[config.mk]
export PLATFORM = sky130hd
export DESIGN_NAME = mem_port_arbiter
export DESIGN_NICKNAME = d
export VERILOG_FILES = /design/src/rtl/mem_port_arbiter.sv
export SDC_FILE = /design/constraint.sdc
export NUM_CORES = 1
export LEC_CHECK = 0
export CAP_MARGIN = 20
export CORE_ASPECT_RATIO = 0.75
export CORE_UTILIZATION = 35
export CTS_CLUSTER_SIZE = 16
export DETAILED_ROUTE_END_ITERATION = 8
export PLACE_DENSITY = 0.91
export SLEW_MARGIN = 25
export SYNTH_ARGS = -nofsm -noshare
export SYNTH_HDL_FRONTEND = slang
export SYNTH_SLANG_ARGS = --single-unit
[constraint.sdc]
create_clock -name clk -period 2.1 [get_ports clk]
set_clock_uncertainty 0.2 [all_clocks]
set_input_delay 0.42 -clock clk [delete_from_list [all_inputs] [get_ports clk]]
set_output_delay 0.42 -clock clk [all_outputs]
set_load 0.02 [all_outputs]
[src/rtl/mem_port_arbiter.sv]
// Arbitrates one single-port memory between the CPU fetch and data ports.
// One access is in flight at a time; completion is signalled by a registered one-cycle ready pulse.
module mem_port_arbiter #(
   parameter int ALEN         = 32,
   parameter int XLEN         = 32,
   parameter int MEM_LATENCY  = 2,
   parameter int STARVE_LIMIT = 4
) (
   input  logic            clk,
   input  logic            rst,
   input  logic            if_req,
   input  logic [ALEN-1:0] if_addr,
   output logic [31:0]     if_rdata,
   output logic            if_ready,
   input  logic            d_req,
   input  logic            d_we,
   input  logic [ALEN-1:0] d_addr,
   input  logic [XLEN-1:0] d_wdata,
   input  logic [3:0]      d_be,
   output logic [XLEN-1:0] d_rdata,
   output logic            d_ready,
   output logic            mem_req,
   output logic            mem_we,
   output logic [ALEN-1:0] mem_addr,
   output logic [XLEN-1:0] mem_wdata,
   output logic [3:0]      mem_be,
   input  logic [XLEN-1:0] mem_rdata,
   output logic            busy
);

   typedef enum logic [1:0] {
      IDLE = 2'd0,
      WAIT = 2'd1,
      RESP = 2'd2
   } state_t;

   localparam logic [3:0] LAT        = 4'(MEM_LATENCY);
   localparam logic [3:0] STARVE_MAX = 4'(STARVE_LIMIT);

   state_t     state_r;
   state_t     state_s;
   logic [3:0] cnt_r;
   logic [3:0] streak_r;
   logic       owner_r;
   logic       issue_d_s;
   logic       issue_f_s;

   // Arbitration: data wins unless a waiting fetch has been starved long enough.
   always_comb begin
      issue_d_s = 1'b0;
      issue_f_s = 1'b0;
      if (rst && state_r == IDLE) begin
         if (d_req && (!if_req || streak_r < STARVE_MAX)) begin
            issue_d_s = 1'b1;
         end else if (if_req) begin
            issue_f_s = 1'b1;
         end else begin
            issue_d_s = 1'b0;
         end
      end else begin
         issue_f_s = 1'b0;
      end
   end

   // Memory-side drive, active only in the issue cycle.
   always_comb begin
      mem_req   = 1'b0;
      mem_we    = 1'b0;
      mem_be    = 4'b0000;
      mem_addr  = {ALEN{1'b0}};
      mem_wdata = {XLEN{1'b0}};
      if (issue_d_s) begin
         mem_req   = 1'b1;
         mem_we    = d_we;
         mem_be    = d_be;
         mem_addr  = d_addr;
         mem_wdata = d_wdata;
      end else if (issue_f_s) begin
         mem_req   = 1'b1;
         mem_be    = 4'b1111;
         mem_addr  = if_addr;
      end else begin
         mem_req   = 1'b0;
      end
   end

   // Next-state logic; writes skip WAIT because nothing comes back.
   always_comb begin
      state_s = state_r;
      case (state_r)
         IDLE: begin
            if (issue_d_s) begin
               state_s = d_we ? RESP : WAIT;
            end else if (issue_f_s) begin
               state_s = WAIT;
            end else begin
               state_s = IDLE;
            end
         end
         WAIT: begin
            if (cnt_r == LAT) begin
               state_s = RESP;
            end else begin
               state_s = WAIT;
            end
         end
         RESP:    state_s = IDLE;
         default: state_s = IDLE;
      endcase
   end

   // State register, latency/streak counters, read-data capture and ready pulses.
   always_ff @(posedge clk) begin
      if (!rst) begin
         state_r  <= IDLE;
         cnt_r    <= 4'd0;
         streak_r <= 4'd0;
         owner_r  <= 1'b0;
         if_rdata <= 32'd0;
         d_rdata  <= {XLEN{1'b0}};
         if_ready <= 1'b0;
         d_ready  <= 1'b0;
      end else begin
         state_r  <= state_s;
         if_ready <= 1'b0;
         d_ready  <= 1'b0;
         case (state_r)
            IDLE: begin
               if (issue_d_s) begin
                  owner_r <= 1'b1;
                  cnt_r   <= 4'd1;
                  d_ready <= d_we;
                  if (!if_req) begin
                     streak_r <= 4'd0;
                  end else if (streak_r < STARVE_MAX) begin
                     streak_r <= streak_r + 4'd1;
                  end else begin
                     streak_r <= streak_r;
                  end
               end else if (issue_f_s) begin
                  owner_r  <= 1'b0;
                  cnt_r    <= 4'd1;
                  streak_r <= 4'd0;
               end else begin
                  cnt_r <= 4'd0;
               end
            end
            WAIT: begin
               if (cnt_r == LAT) begin
                  if (owner_r) begin
                     d_rdata <= mem_rdata;
                     d_ready <= 1'b1;
                  end else begin
                     if_rdata <= mem_rdata[31:0];
                     if_ready <= 1'b1;
                  end
               end else begin
                  cnt_r <= cnt_r + 4'd1;
               end
            end
            RESP:    cnt_r <= 4'd0;
            default: cnt_r <= 4'd0;
         endcase
      end
   end

   assign busy = (state_r != IDLE);

endmodule

# == Word level (Yosys, flattened, before mapping) ==
# Cells that the tools add are included.
# totals
regBits,77
latch_bits,0
mem_bits_rw,0
rom_bits,0
inputBits,137
out_inout_bits,137
elab_cells,60
n_memories,0
# op_classes
add_sub_neg,2
multipliers,0
div_mod_pow,0
n_lt_le_gt_ge,1
eq_ne,4
shifts,0
muxes,32
bitwise_logic,1
reduce_logical,12
# op_table
operator,n
$mux 32,3
$mux 4,7
$mux 1,16
$reduce_and 3->1,4
$add 4x1->4 const B,2
$pmux 4 s2,1
$mux 2,3
$eq 4x2->1 const B,1
$lt 4x3->1 const B,1
$pmux 2 s2,1
$reduce_bool 2->1,2
$ne 3x2->1 const B,1
$eq 2x1->1 const B,1
$logic_and 1x1->1,2
$logic_not 2->1,1
$ne 2x2->1 const B,1
$pmux 1 s2,1
$reduce_and 2->1,1
$logic_not 1->1,1
$logic_or 1x1->1,1
$not 1->1,1

# == Depth between registers and ports, before layout ==
# Gate-level depths: netlist of run 1.
# depth
word_depth,8
depth_mapped,6

# == Worst setup path before layout of run 1 ==
# Ideal clock, no wire load.
# synth_timing
path_type,input port to output port
startpoint,input rst
endpoint,output mem_addr[10]
arrival_ns,1.574
setup_slack_ns,-0.094
cell_stages,5
path_cell_list,buf_4 > or3b_1 > buf_2 > clkbuf_1 > a21oi_1
# synth_between
elab_chain_len,4
elab_cells_between_ends,5
cone_classes,mux (4); reduce/logical (1)
# synth_rtl
element,line,text
from (decl),10,"input logic rst,"
$logic_and 1x1->1 (*),52,if (rst && state_r == IDLE) begin
$mux 1,52,
$mux 32,78,end else if (issue_f_s) begin
$mux 32 (*),72,if (issue_d_s) begin
to (decl),24,"output logic [ALEN-1:0] mem_addr,"
# Every way passes the cells marked *; elsewhere a longest branch is shown, timed or not.

# == Worst setup path in the final report of run 1 ==
# layout_timing
startpoint,register streak_r[3]
endpoint,output mem_addr[26]
# layout_between
elab_chain_len,7
elab_cells_between_ends,9
cone_classes,order compare (1); mux (6); reduce/logical (2)
# layout_rtl
element,line,text
from (decl),43,logic [3:0] streak_r;
from (signal assigned),136,streak_r <= streak_r + 4'd1;
from (signal assigned),138,streak_r <= streak_r;
$lt 4x3->1 (*),53,if (d_req && (!if_req || streak_r < STARVE_MAX)) begin
$logic_or 1x1->1 (*),53,
$logic_and 1x1->1 (*),53,
$mux 1,53,
$mux 1,52,
$mux 32,78,
$mux 32 (*),72,
# Marked as above.

==> summary.txt, run 1 <==
Run status
  – Status: finished with violations
  – Failing checks: negative setup slack

Power
  – Pwr Density: 566 mW/mm^2
  – Peak VDD IR: 0.000433 V
  – Clock share of power: 0.397
  – Sequential Power Share: 0.350
  – Comb pwr share: 0.253
  – Net Sw Frac: 0.258
  – Pleak: 3.41 nW
  – Switching power: 0.00111 W
  – Pint: 0.00319 W

Route
  – First-pass DRT Iterations: 5
  – Vias per cell: 5.07
  – Final WL: 15,100 microns
  – DR DRC count: 0
  – Remaining antenna violation count: 0
  – Vias post-DR: 4,531
  – DR WL/cell: 16.9 microns
  – DRT iter0 DRCs: 221

Timing
  – Min cycle time layout: 2.28 ns
  – Hold_ws: 0.259 ns
  – Final setup viols: 69
  – RSZ-0062 raised after global routing: true
  – Final worst slack: -0.176 ns
  – Period Utilization, post-route: 1.08
  – Worst Tran Pin Value: 0.715 ns
  – Final Hold Vio Count: 0
  – Final count of pins violating max slew: 0
  – FMAX: 439 MHz
  – Max-slew headroom: 0.524

Place
  – Dpl cell area: 0.00691 sq mm
  – Dpl hpwl: 10,300 microns
  – GPL Wtd Cong: 0.791
  – Pre-CTS WS: -0.780 ns
  – Cells after DPL: 865
  – IO Port Bufs: 273

Yosys
  – EDFF count, synth: 0
  – Syn_area_per_cell: 8.35 sq um
  – Post-synth net total: 609
  – Fraction of registers with async set/reset: 0
  – Seq/Total Area, Yosys: 0.394
  – Yosys warnings: 0
  – Syn Inst Count: 469
  – Seq cells post-synth: 77
  – Distinct cells, synth: 37
  – Synth Cell Area: 0.00392 sq mm
  – Predominant post-synthesis flop cell: dfxtp_1

Clocking
  – Clock slew at reported path FFs: 0.06 ns
  – Clock Latency Late Sink: 0.33 ns
  – CTS Hold Bufs: 0
  – Clock root buffer master: clkbuf_16
  – CTS buffer count: 9
  – Clock H-tree levels: 3
  – Worst-case clock buffer depth: 2
  – CTS sink cnt: 77
  – CTS tree: built

Setup path
  – Worst Path Buf+Inv: 2
  – Crit path kind: register to output pin
  – Crit. End Element: output pin
  – Data arrival, critical path: 1.66 ns
  – Crit path max fanout: 11
  – Worst Path Required: 1.48 ns
  – Crit-path max cell delay: 0.36 ns
  – Family with the most delay on the worst path: flip-flops
  – Startpoint types: register
  – Worst path cell trace: or2_4 -> clkbuf_16 -> o211ai_1 -> a21oi_2 -> buf_4
  – Crit-path slowest cell: dfxtp_4

Layout
  – Number of fill cells: 818
  – Synthesis-to-finish area growth: 93.8%
  – Most common cell after layout, fill and taps aside: clkdlybuf4s50_1
  – Final #Nets: 888
  – Finished Cell Area: 0.00759 sq mm
  – ANT cells: 0
  – Layout Utilization: 0.696
  – Most frequent cells in the layout: clkdlybuf4s50_1 (199), nand2_1 (100), dfxtp_1 (73)
  – Post-Layout Cell Count: 893
  – Layout cell share with drive strength beyond 1: 0.251

Floorplan
  – Starting density of the core: 0.359
  – Die H: 93.6 microns
  – Row Count: 33
  – # IOs: 274
  – Die Area: 0.0116 sq mm
  – Core region area: 0.0109 sq mm
  – Die width: 124 microns

Global routing
  – Congestion Overflow GR: 0
  – Vias in the first global route: 4,315
  – Initial antenna violation count: 0
  – Largest net degree at the start of global routing: 106
  – First-pass GRT wire length: 21,400 microns
  – Gr usage total: 0.237

Min path
  – HP Class: register to register

Flow run
  – Max-Cap Viols: 0
[routing by layer]
layer / up-vias / wire length, microns / share of wire / GRT usage
met5: - / 0 / 0 / 0
met4: 0 / 391 / 0.026 / 0.0933
met3: 38 / 978 / 0.065 / 0.0524
met2: 190 / 7650 / 0.51 / 0.422
met1: 2135 / 6110 / 0.40 / 0.272
li1: 2168 / - / - / -
[power by group through the flow]
| stage | Combinational, W | Sequential (W) | Clock (W) |
|---|---|---|---|
| 2_1_floorplan | 0.000391 | 0.00154 | 0 |
| 3_3_place_gp | 0.000939 | 0.00153 | 0 |
| 5_1_grt | 0.00115 | 0.00151 | 0.00182 |
| 4_1_cts | 0.000967 | 0.00150 | 0.00173 |
| 3_5_place_dp | 0.000964 | 0.00154 | 0 |
| 6_report | 0.00109 | 0.00151 | 0.00171 |
[cells by family (layout without fill, tap and decap cells)]
| logic type | after synthesis | in the layout | share of synthesized area |
|---|---|---|---|
| mux | 64 | 64 | 0.164 |
| simple gates | 187 | 187 | 0.234 |
| compound gates | 82 | 82 | 0.134 |
| fa+ha+maj | 3 | 3 | 0.00959 |
| flops | 77 | 77 | 0.394 |
| xor+xnor | 2 | 2 | 0.00447 |
| buf+inv | 54 | 338 | 0.0604 |
[worst min-delay path: stages, from the launching register on]
cell and delay (ns):
dfxtp_1 0.31, nand2_1 0.05, mux2i_1 0.05
[cell type report]
class	count	area [sq um]	area share
multi-input combinational	338	2310	0.305
tap	140	175	0.0231
clock inverter	5	82.6	0.0109
clock buffer	11	253	0.0333
inverter	11	42.5	0.00560
sequential	77	1550	0.204
timing repair buffer	311	3170	0.418
[cell usage after synthesis, types with 2 or more instances]
cell,count,area (sq um)
nand2_1,100,375
dfxtp_1,77,1540
mux2i_1,64,641
a21oi_1,39,195
and2_1,33,206
nand3_1,33,165
o211ai_1,33,248
clkbuf_1,28,105
inv_1,10,37.5
buf_4,7,52.6
nor2_1,5,18.8
buf_2,4,20.0
and3_1,3,18.8
ha_1,3,37.5
o2bb2ai_1,3,26.3
a32o_1,2,20.0
buf_1,2,7.51
clkbuf_2,2,10.0
o21ai_1,2,10.0
or2_2,2,12.5
[what timing repair did]
action / 4_1_cts / 5_1_grt
pin swaps: 6 / 30
cloned: 0 / 5
buffers inserted: 3 / 4
setup endpoints to repair: 72 / 70
gates resized for setup: 389 / 72
[stage by stage]
step                total power (W)  setup TNS, ns
detailed placement          0.00250         -51.00
global placement            0.00247         -47.36
floorplan                   0.00194          -2.81
global route                0.00447         -12.97
finish                      0.00430          -9.00
CTS                         0.00421          -7.73
[registers in the layout, indices dropped and copies added (netlist names)]
signal    cells
d_rdata      32
if_rdata     32
cnt_r         4
streak_r      4
state_r       2
d_ready       1
if_ready      1
owner_r       1
[final timing paths]
path | start | endpoint | slack (ns) | cells past startpoint
hold reg to reg | d_rdata[1]$_SDFFE_PN0P_ | d_rdata[1]$_SDFFE_PN0P_ | 0.26 | 2
setup reg to reg | cnt_r[0]$_SDFFE_PN0N_ | d_rdata[9]$_SDFFE_PN0P_ | 0.17 | 6
setup / recovery | streak_r[3]$_SDFFE_PN0P_ | mem_addr[26] | -0.18 | 5
hold / removal | d_rdata[1]$_SDFFE_PN0P_ | d_rdata[1]$_SDFFE_PN0P_ | 0.26 | 2
Power figures use the tool's default switching activity.
==> run 2, diff against run 1 <==
Settings changed: ABC_CLOCK_PERIOD_IN_PS set to 2100.
==> results of run 2 <==
Same layout as run 1: the final DEF is identical, and so are final timing and power.
==> run 3, diff against run 2 <==
Settings changed: CORE_MARGIN set to 1.5, CTS_CLUSTER_SIZE 16 to unset.
==> run 3 against run 2 <==
The flow still finishes with violations (negative setup slack). Die area up 1.9%. Sequential power about the same. Fmax fell by 2.7%. Via count increased by 0.60%. Clock power barely moved. Utilization increased by 1.7 points.
==> summary.txt, run 3 (synthesized netlist as in run 1, its figures left out) <==
Min path
  – HP Class: register to register
  – Hold path startpoint: if_rdata[11]$_SDFFE_PN0P_
  – Worst Hold Depth: 2
  – Hold Path Sink: if_rdata[11]$_SDFFE_PN0P_

Run status
  – Failing checks: negative setup slack
  – Status: finished with violations

Power
  – Pleak: 3.48 nW
  – Pwr Density: 555 mW/mm^2
  – Peak VDD IR: 0.000447 V
  – Total power draw: 0.00432 W

Setup path
  – Worst Path Buf+Inv: 2
  – Crit path kind: register to output pin
  – Worst Path Required: 1.48 ns
  – R2r endpoint: d_rdata[25]$_SDFFE_PN0P_
  – Worst r2r src: cnt_r[0]$_SDFFE_PN0N_
  – Crit-path slowest cell: and3_4
  – Data arrival, critical path: 1.72 ns
  – Reg2reg setup slack: 0.15 ns
  – Reg2Reg Depth: 6
  – Family with the most delay on the worst path: simple AND/OR/NAND/NOR gates
  – Worst path cell trace: o21ai_4 -> and3_4 -> clkbuf_16 -> and2_4 -> buf_6
  – Startpoint types: register
  – Crit. End Element: output pin
  – Crit path max fanout: 8
  – Crit-path max cell delay: 0.36 ns

Floorplan
  – Starting density of the core: 0.359
  – Die H: 94.6 microns
  – # IOs: 274
  – Die width: 125 microns
  – Row Count: 33
  – Die Area: 0.0118 sq mm
  – Core region area: 0.0109 sq mm

Layout
  – Layout cell share with drive strength beyond 1: 0.263
  – Synthesis-to-finish area growth: 98.6%
  – Most frequent cells in the layout: clkdlybuf4s50_1 (199), nand2_1 (100), dfxtp_1 (73)
  – Most common cell after layout, fill and taps aside: clkdlybuf4s50_1
  – Layout Utilization: 0.713
  – Final #Nets: 891
  – ANT cells: 0
  – Biggest regs: d_rdata: 32 flops, if_rdata: 32 flops
  – Finished Cell Area: 0.00778 sq mm

Timing
  – Max-slew headroom: 0.574
  – Final worst slack: -0.240 ns
  – Min cycle time layout: 2.34 ns
  – Final Hold Vio Count: 0
  – Final count of pins violating max slew: 0
  – Fin Setup TNS: -12.24 ns
  – RSZ-0062 raised after global routing: true
  – FMAX: 427 MHz
  – Final setup viols: 69
  – Worst Tran Pin Value: 0.639 ns
  – Hold_ws: 0.260 ns
  – Period Utilization, post-route: 1.11

Clocking
  – Clock slew at reported path FFs: 0.06 ns
  – Clock Latency Late Sink: 0.32 ns
  – CTS sink cnt: 77
  – CTS tree: built
  – Worst-case clock buffer depth: 2
  – Clock H-tree levels: 3
  – Clock root buffer master: clkbuf_16
  – CTS buffer count: 9
  – CTS Hold Bufs: 0

Global routing
  – Largest net degree at the start of global routing: 98
  – Gr usage total: 0.228
  – Initial antenna violation count: 0
  – Vias in the first global route: 4,387
  – Congestion Overflow GR: 0
  – First-pass GRT wire length: 21,800 microns

Route
  – Final WL: 15,500 microns
  – Remaining antenna violation count: 0
  – First-pass DRT Iterations: 5
  – DR DRC count: 0
  – DRT iter0 DRCs: 192
  – DR WL/cell: 17.3 microns
  – Vias per cell: 5.09
  – Vias post-DR: 4,558

Place
  – GPL Wtd Cong: 0.873
  – IO Port Bufs: 273
  – Dpl cell area: 0.00692 sq mm
  – Dpl hpwl: 10,200 microns

Flow run
  – Max-Cap Viols: 0
## run 3: cell types whose count changed in the layout (fill, tap and decap cells not counted), moves of 2 or more
cell,before,now
a21oi_1,25,21
a21oi_2,13,16
buf_12,7,10
buf_16,0,4
buf_2,0,2
buf_4,51,41
buf_6,47,50
## run 3: layout make-up
type	instances	area [sq um]
repair buffers	314	3330
inverters	11	42.5
clock inverters	5	82.6
fillers	758	3120
flip-flops and latches	77	1550
multi-input cells	338	2340
clock buffers	11	253
well taps	140	175
## run 3: worst max path at each step
stage / start / to / slack [ns] / depth (start not counted)
2_1_floorplan: rst / mem_addr[10] / -0.09 / 5
3_3_place_gp: d_req / mem_addr[1] / -0.76 / 5
3_5_place_dp: if_req / mem_addr[25] / -0.77 / 7
4_1_cts: state_r[0]$_SDFF_PN0_ / mem_be[0] / -0.23 / 7
5_1_grt: streak_r[3]$_SDFFE_PN0P_ / mem_wdata[25] / -0.30 / 5
6_report: streak_r[3]$_SDFFE_PN0P_ / mem_wdata[25] / -0.24 / 5
## run 3: tightest hold or removal path, delay by kind of cell (launching register included)
kind,cells,cell delay [ns]
flip-flops,1,0.31
multiplexers,1,0.05
AND/OR/NAND/NOR,1,0.05
## run 3: timing repair
item,in CTS,in global routing
setup endpoints to repair,71,73
gates resized for setup,399,78
setup buffers,7,4
pin swaps,11,45
gates cloned,4,4
## run 3: routing by layer
metal | GRT usage | part of all wire | routed length, microns | vias up
met3 | 0.0657 | 0.060 | 932 | 18
li1 | - | - | - | 2179
met2 | 0.406 | 0.52 | 8040 | 197
met5 | 0 | 0 | 0 | -
met4 | 0.0597 | 0.011 | 172 | 0
met1 | 0.271 | 0.41 | 6320 | 2164
## run 3: metrics by stage
stage / setup WS (ns) / std cells
global placement: -0.765 / 863
floorplan: -0.0936 / 469
finish: -0.240 / 896
CTS: -0.226 / 889
detailed placement: -0.767 / 863
global route: -0.296 / 896
## run 3: report_power, final
part | internal (W) | total (W) | switching, W
logic | 0.000619 | 0.00112 | 0.000501
registers | 0.00148 | 0.00151 | 0.0000217
clock network | 0.00111 | 0.00169 | 0.000586
